===== config.mk =====
export PLATFORM = sky130hd
export DESIGN_NAME = down_counter_timer_flat
export DESIGN_NICKNAME = d
export VERILOG_FILES = /design/src/rtl/down_counter_timer_if.sv /design/src/rtl/down_counter_timer.sv /design/src/flat_wrapper.sv
export SDC_FILE = /design/constraint.sdc
export NUM_CORES = 1
export LEC_CHECK = 0
export BUFFER_PORTS_ARGS = -buffer_cell sky130_fd_sc_hd__buf_2
export CAP_MARGIN = 30
export CORE_MARGIN = 2
export CORE_UTILIZATION = 45
export CTS_CLUSTER_SIZE = 20
export DETAILED_ROUTE_END_ITERATION = 16
export GPL_TIMING_DRIVEN = 0
export PLACE_DENSITY = 0.79
export SETUP_SLACK_MARGIN = 0.02
export SLEW_MARGIN = 20
export SYNTH_ARGS = -nofsm -noshare
export SYNTH_HDL_FRONTEND = slang
export SYNTH_SLANG_ARGS = --single-unit

===== constraint.sdc =====
create_clock -name clk -period 2.1 [get_ports clk]
set_input_delay 0.105 -clock clk [delete_from_list [all_inputs] [get_ports clk]]
set_output_delay 0.105 -clock clk [all_outputs]
set_load 0.005 [all_outputs]

===== src/rtl/down_counter_timer_if.sv =====
`default_nettype none
// ============================================================================
// Module   : down_counter_timer_if
// Brief    : Control and status bundle for down_counter_timer. The master
//            drives the controls and the slave (the timer) returns the status.
// Revision : 1.0 - initial release
// ============================================================================
interface down_counter_timer_if #(
    parameter int WIDTH = 4
);
    logic             load;
    logic [WIDTH-1:0] d;
    logic             start;
    logic             stop;
    logic             en;
    logic             auto_reload;
    logic [WIDTH-1:0] q;
    logic             busy;
    logic             done;
    logic             tc;

    modport master (
        output load, d, start, stop, en, auto_reload,
        input  q, busy, done, tc
    );

    modport slave (
        input  load, d, start, stop, en, auto_reload,
        output q, busy, done, tc
    );
endinterface
`default_nettype wire


===== src/rtl/down_counter_timer.sv =====
`default_nettype none
// ============================================================================
// Module   : down_counter_timer
// Brief    : Loadable down counter with start/stop control, a count enable
//            (prescaler tick), optional auto-reload and a one-cycle
//            terminal-count pulse.
// Revision : 1.0 - initial release
// ============================================================================
module down_counter_timer #(
    parameter int WIDTH = 4
) (
    input  wire logic            clk,
    input  wire logic            reset,
    down_counter_timer_if.slave  bus
);

    typedef enum logic [1:0] {
        IDLE = 2'd0,
        RUN  = 2'd1,
        DONE = 2'd2
    } state_t;

    state_t           r_state;
    state_t           w_state_next;
    logic [WIDTH-1:0] r_q;
    logic [WIDTH-1:0] w_q_next;
    logic [WIDTH-1:0] r_rl;
    logic [WIDTH-1:0] w_rl_next;
    logic             r_tc;
    logic             w_tc_next;

    // State, count, reload and tc registers; reset wins over everything.
    always_ff @(posedge clk) begin
        if (reset) begin
            r_state <= IDLE;
            r_q     <= '0;
            r_rl    <= '0;
            r_tc    <= 1'b0;
        end else begin
            r_state <= w_state_next;
            r_q     <= w_q_next;
            r_rl    <= w_rl_next;
            r_tc    <= w_tc_next;
        end
    end

    // Next-state decode in priority order: load > stop > start > count.
    // An active start in RUN is a no-op but still outranks the count.
    always_comb begin
        w_state_next = r_state;
        w_q_next     = r_q;
        w_rl_next    = r_rl;
        w_tc_next    = 1'b0;

        if (bus.load) begin
            w_q_next  = bus.d;
            w_rl_next = bus.d;
            // Only a nonzero reload keeps a running timer running.
            if ((r_state == RUN) && (bus.d != '0)) begin
                w_state_next = RUN;
            end else begin
                w_state_next = IDLE;
            end
        end else if (bus.stop) begin
            if (r_state == RUN) begin
                w_state_next = IDLE;
            end
        end else if (bus.start) begin
            // Never enter RUN with a zero count, so q cannot underflow.
            if ((r_state != RUN) && (r_q != '0)) begin
                w_state_next = RUN;
            end
        end else if ((r_state == RUN) && bus.en) begin
            if (r_q == WIDTH'(1)) begin
                w_tc_next = 1'b1;
                if (bus.auto_reload && (r_rl != '0)) begin
                    w_q_next = r_rl;
                end else begin
                    w_q_next     = '0;
                    w_state_next = DONE;
                end
            end else begin
                w_q_next = r_q - WIDTH'(1);
            end
        end
    end

    assign bus.q    = r_q;
    assign bus.busy = (r_state == RUN);
    assign bus.done = (r_state == DONE);
    assign bus.tc   = r_tc;

endmodule
`default_nettype wire

===== src/flat_wrapper.sv =====
// flat-port wrapper written by rule: the top's interface ports become plain ports
module down_counter_timer_flat 
#(
    parameter int WIDTH = 4
)
  (clk, reset, bus_load, bus_d, bus_start, bus_stop, bus_en, bus_auto_reload, bus_q, bus_busy, bus_done, bus_tc);
  down_counter_timer_if #(.WIDTH(WIDTH)) bus_i ();
  input  wire logic clk;
  input  wire logic reset;
  input wire logic [$bits(bus_i.load)-1:0] bus_load;
  input wire logic [$bits(bus_i.d)-1:0] bus_d;
  input wire logic [$bits(bus_i.start)-1:0] bus_start;
  input wire logic [$bits(bus_i.stop)-1:0] bus_stop;
  input wire logic [$bits(bus_i.en)-1:0] bus_en;
  input wire logic [$bits(bus_i.auto_reload)-1:0] bus_auto_reload;
  output wire logic [$bits(bus_i.q)-1:0] bus_q;
  output wire logic [$bits(bus_i.busy)-1:0] bus_busy;
  output wire logic [$bits(bus_i.done)-1:0] bus_done;
  output wire logic [$bits(bus_i.tc)-1:0] bus_tc;
  assign bus_i.load = bus_load;
  assign bus_i.d = bus_d;
  assign bus_i.start = bus_start;
  assign bus_i.stop = bus_stop;
  assign bus_i.en = bus_en;
  assign bus_i.auto_reload = bus_auto_reload;
  assign bus_q = bus_i.q;
  assign bus_busy = bus_i.busy;
  assign bus_done = bus_i.done;
  assign bus_tc = bus_i.tc;
  down_counter_timer #(.WIDTH(WIDTH)) u_core (.clk(clk), .reset(reset), .bus(bus_i));
endmodule

* After elaboration in Yosys (flattened, before gate mapping)
Cells that the tools add are included.
** Storage, ports and cells
- Flip-flop bits (word level) :: 11
- Bits of input ports :: 11
- Output and inout bits :: 7
** Operators by class
- $add $sub $neg :: 1
- Equal/unequal tests :: 9
- Mux-type cells :: 16
- Bitwise gates (word level) :: 1
- Reductions and logical operators :: 13
** Operators by type and width (number)
- two-way mux 4 bit :: 6
- nonzero test 4 bit :: 5
- two-way mux 2 bit :: 8
- AND reduction 5 bit :: 1
- OR reduction 5 bit :: 1
- == test 4 x 1 -> 1 bit (second input constant) :: 1
- logical AND 1 bit :: 4
- != test 2 bit (second input constant) :: 2
- != test 4 x 2 -> 1 bit (second input constant) :: 1
- != test 4 bit (second input constant) :: 1
- subtractor 4 x 1 -> 4 bit (second input constant) :: 1
- != test 3 x 2 -> 1 bit (second input constant) :: 1
- AND reduction 3 bit :: 1
- == test 2 x 1 -> 1 bit (second input constant) :: 1
- == test 2 bit (second input constant) :: 1
- two-way mux 1 bit :: 2
- != test 2 x 1 -> 1 bit (second input constant) :: 1
- nonzero test 2 bit :: 1
- inverter 1 bit :: 1

* Longest topological paths before layout
- Word-level depth :: 8
- Depth in mapped cells :: 6

* Worst setup path before layout
OpenSTA, ideal clock, no wires.
- Kind :: reg-to-reg
- From :: reg u_core.r_q[0], in the netlist u_core.bus.q[0]
- To :: reg u_core.r_state[0]
- Library setup time :: 0.121 ns
- Data arrival time :: 1.466 ns
- Data required time :: 1.979 ns
- Path slack :: 0.513 ns
- Stages on the path, launching flop included :: 6
- Buffers on the path :: 0
- Period minus slack after synthesis :: 1.587 ns
- Path through :: dfxtp_1 ha_1 nor3b_4 and4_1 o32ai_1 mux2_4
** On the way
- Word-level cells in the longest chain between the ends :: 4
- Elaborated cells between the ends (all ways) :: 6
- Those cells by class :: eq/ne: 2; reduce/logical: 4
** Ends and longest elaborated chain
- start: declaration :: RTL line down_counter_timer.sv:25 : logic [WIDTH-1:0] r_q;
- start signal: assignment :: RTL line down_counter_timer.sv:41 : r_q <= w_q_next;
- nonzero test 4 bit :: RTL line down_counter_timer.sv:70 : if ((r_state != RUN) && (r_q != '0)) begin
- logical AND 1 bit :: RTL line down_counter_timer.sv:70
- != test 4 x 2 -> 1 bit (no source line)
- AND reduction 5 bit (no source line) (*)
- end signal: assignment :: RTL line down_counter_timer.sv:40 : r_state <= w_state_next;
- end: declaration :: RTL line down_counter_timer.sv:23 : state_t r_state;
Every way passes the cells marked *; elsewhere a longest branch is shown, timed or not.
A chain may end at the register's enable or synchronous reset.

* Worst setup path after layout
Same ends and word-level chain as after synthesis.

==> run metrics <==
sequential share of the synthesized area 32.4%; routed length per instance 13.0 µm; Post-CTS Resized 0; DP Wirelength 1.11 mm; Netlist cell types 37; commonest non-fill, non-tap cell in the layout buf_2; pwr dens 586 nW/µm²; initial detailed-routing violation count 29; HP Class input port to flip-flop; CP max FO 8; share of cells above drive strength 1 25.8%; Maximum Capacitance Violations 0; htree depth 1; via count 668; Int Pwr 0.337 mW; Clock power frac 31.1%; gpl congestion 0.815; P&R area growth vs syn 18.6%; XOR/XNOR Fraction of Synth Area 2.58%; Worst VDD drop 0.000321 V; Pleak 0.341 nW; most frequent cells in the layout buf_2, dfxtp_1, nor2_1; clk_lat worst skew 0.27 ns; Setup crit end u_core.r_state[0]$_SDFFE_PP0P_; DRT antenna net count 0; Mapped Nets 91; Max Slew Vio Count 0; antenna violations before repair 0; Die ar. 1840 µm²; net switching power 0.135 mW; starting density of the core 46.7%; RSZ-0062 raised after global routing no; status complete, no violations; row cnt 14; PortBufs 16; post-CTS setup buffers 0; Core Area 1450 µm²; final hold violation count 0; WHS Path Cells 2; arrival time at the worst endpoint 1.95 ns; largest net degree at the start of global routing 11; Worst Tran Pin Value 0.439 ns; vias in the first global route 584; Post-Syn Area 679 µm²; setup slack, reg-to-reg 0.31 ns; main combinational cell family by area after synthesis simple AND/OR/NAND/NOR gates; Via-to-Cell Ratio 5.91; GRT Total Usage 17.3%; CTS Buffer Depth 2; post-place setup slack 0.346 ns; diode count 0; Chip Height 42.9 µm; Reg-to-Reg Start u_core.bus.q[0]$_SDFFE_PP0P_; adder-cell area share of the yosys netlist 5.52%; Setup CP Type flip-flop to flip-flop; period utilization 85.1%; Post-Synthesis Cells 77; fmax 560 MHz; flops & latches, synth 11; Flop pwr share 49.0%; CP Capture Type flip-flop; Detailed Route WL 1.47 mm; # hold bufs at CTS 0; CTS Sinks 11; Root Buffer clkbuf_4; CP required 2.26 ns; Setup TNS Final 0 ns; Net Sw Frac 28.7%; Clock transition at path regs 0.07 ns; Ports 18; crit path launch u_core.bus.q[0]$_SDFFE_PP0P_; Comb pwr share 19.8%; final worst clock skew 0.00194 ns; final setup margin 0.313 ns; CTS buffer count 3; Chip Width 42.9 µm; mean post-synth cell area 8.82 µm²; total gr overflow 0; final setup vio count 0; R2R Path End u_core.r_state[0]$_SDFFE_PP0P_; relative slew slack 70.7%; Pre-antenna DRT Iters 6; simple-gate portion of the synthesized area 28.9%; Worst Setup Start Kind flip-flop; Synth Area in Compound Gates 20.4%; Yosys warning count 0; reg2reg path depth 5; total power 0.472 mW; CTS tree built; final routed DRC violation total 0; Layout Nets 112; Period minus WS final 1.79 ns; multiplexer area fraction after synthesis 5.16%; first-pass GRT wire length 2.37 mm
==> synthesized netlist by cell type <==
library cell / instances / area (µm²)
a21o_1: 1 / 7.51
nor2_1: 10 / 37.5
o31ai_1: 1 / 7.51
nand2_1: 5 / 18.8
and4_1: 1 / 8.76
a22oi_1: 1 / 7.51
nand2b_1: 2 / 12.5
or4_1: 1 / 7.51
or3_1: 2 / 12.5
xnor2_1: 1 / 8.76
nand3b_1: 1 / 7.51
nor2b_1: 2 / 12.5
and3_1: 2 / 12.5
o32ai_1: 1 / 8.76
nor3b_1: 1 / 7.51
buf_6: 1 / 11.3
mux2_4: 1 / 15.0
nor3b_4: 1 / 18.8
a31oi_1: 4 / 25.0
nor3_1: 1 / 5.00
a21oi_1: 2 / 10.0
dfxtp_1: 11 / 220
inv_1: 3 / 11.3
and4b_1: 1 / 10.0
nand4_1: 1 / 6.26
clkbuf_1: 3 / 11.3
a211oi_2: 1 / 12.5
o41ai_1: 2 / 17.5
a221oi_2: 1 / 15.0
nand3_1: 1 / 5.00
nor2b_4: 1 / 13.8
xor2_1: 1 / 8.76
ha_1: 3 / 37.5
o21ai_1: 2 / 10.0
a311oi_1: 1 / 8.76
mux2i_1: 2 / 20.0
a32oi_1: 1 / 8.76
==> routing by layer <==
layer / global-route usage [%] / vias to the layer above / wire (µm)
li1: - / 329 / -
met1: 21.4 / 306 / 678
met2: 26.7 / 27 / 660
met3: 2.55 / 6 / 70
met4: 13.1 / 0 / 61
met5: 0 / - / 0
==> per-stage QoR <==
stage	hold WS, ns	instance area (µm²)	utilization [%]	std cells
global placement	0.358	779	53.6	109
floorplan	0.211	679	-	77
finish	0.0739	806	55.4	113
global route	0.0777	806	55.4	113
detailed placement	0.359	779	53.6	109
CTS	0.0693	806	55.4	113
==> logic make-up after synthesis <==
| family | count (synthesis) |
|---|---|
| simple gates | 33 |
| compound gates | 18 |
| flops | 11 |
| buf+inv | 7 |
| mux | 3 |
| fa+ha+maj | 3 |
| xor+xnor | 2 |
==> sequential cells by signal, summed over array words and instances (netlist names) <==
name and flops:
u_core.bus.q 4, u_core.bus.tc 1, u_core.r_rl 4, u_core.r_state 2
==> area by class of cell <==
class	count	area, µm²
well taps	16	20.0
multi-input cells	59	425
repair buffers	16	80.1
flip-flops and latches	11	220
inverters	3	11.3
plain buffers	4	22.5
clock buffers	4	26.3
fillers	135	648
==> critical path, stage by stage, from the launching register on <==
cell	delay, ns
dfxtp_1	0.45
ha_1	0.21
nor3b_4	0.34
and4_1	0.27
o32ai_1	0.11
mux2_4	0.31
==> worst min-delay path by stage <==
stage                from                           end  slack [ns]
floorplan           reset  u_core.bus.q[0]$_SDFFE_PP0P_        0.21
global placement    reset  u_core.bus.q[0]$_SDFFE_PP0P_        0.36
detailed placement  reset  u_core.bus.q[0]$_SDFFE_PP0P_        0.36
CTS                 reset  u_core.bus.q[0]$_SDFFE_PP0P_        0.07
global route        reset  u_core.bus.q[0]$_SDFFE_PP0P_        0.08
finish              reset  u_core.bus.q[0]$_SDFFE_PP0P_        0.07
==> power groups by stage <==
stage	clock network, mW	logic [mW]	registers [mW]
after CTS	0.151	0.0927	0.231
after detailed placement	0	0.0923	0.236
after global placement	0	0.0911	0.235
after global routing	0.159	0.104	0.233
after floorplan	0	0.0634	0.234
final	0.147	0.0935	0.231
Power figures use the tool's default switching activity.
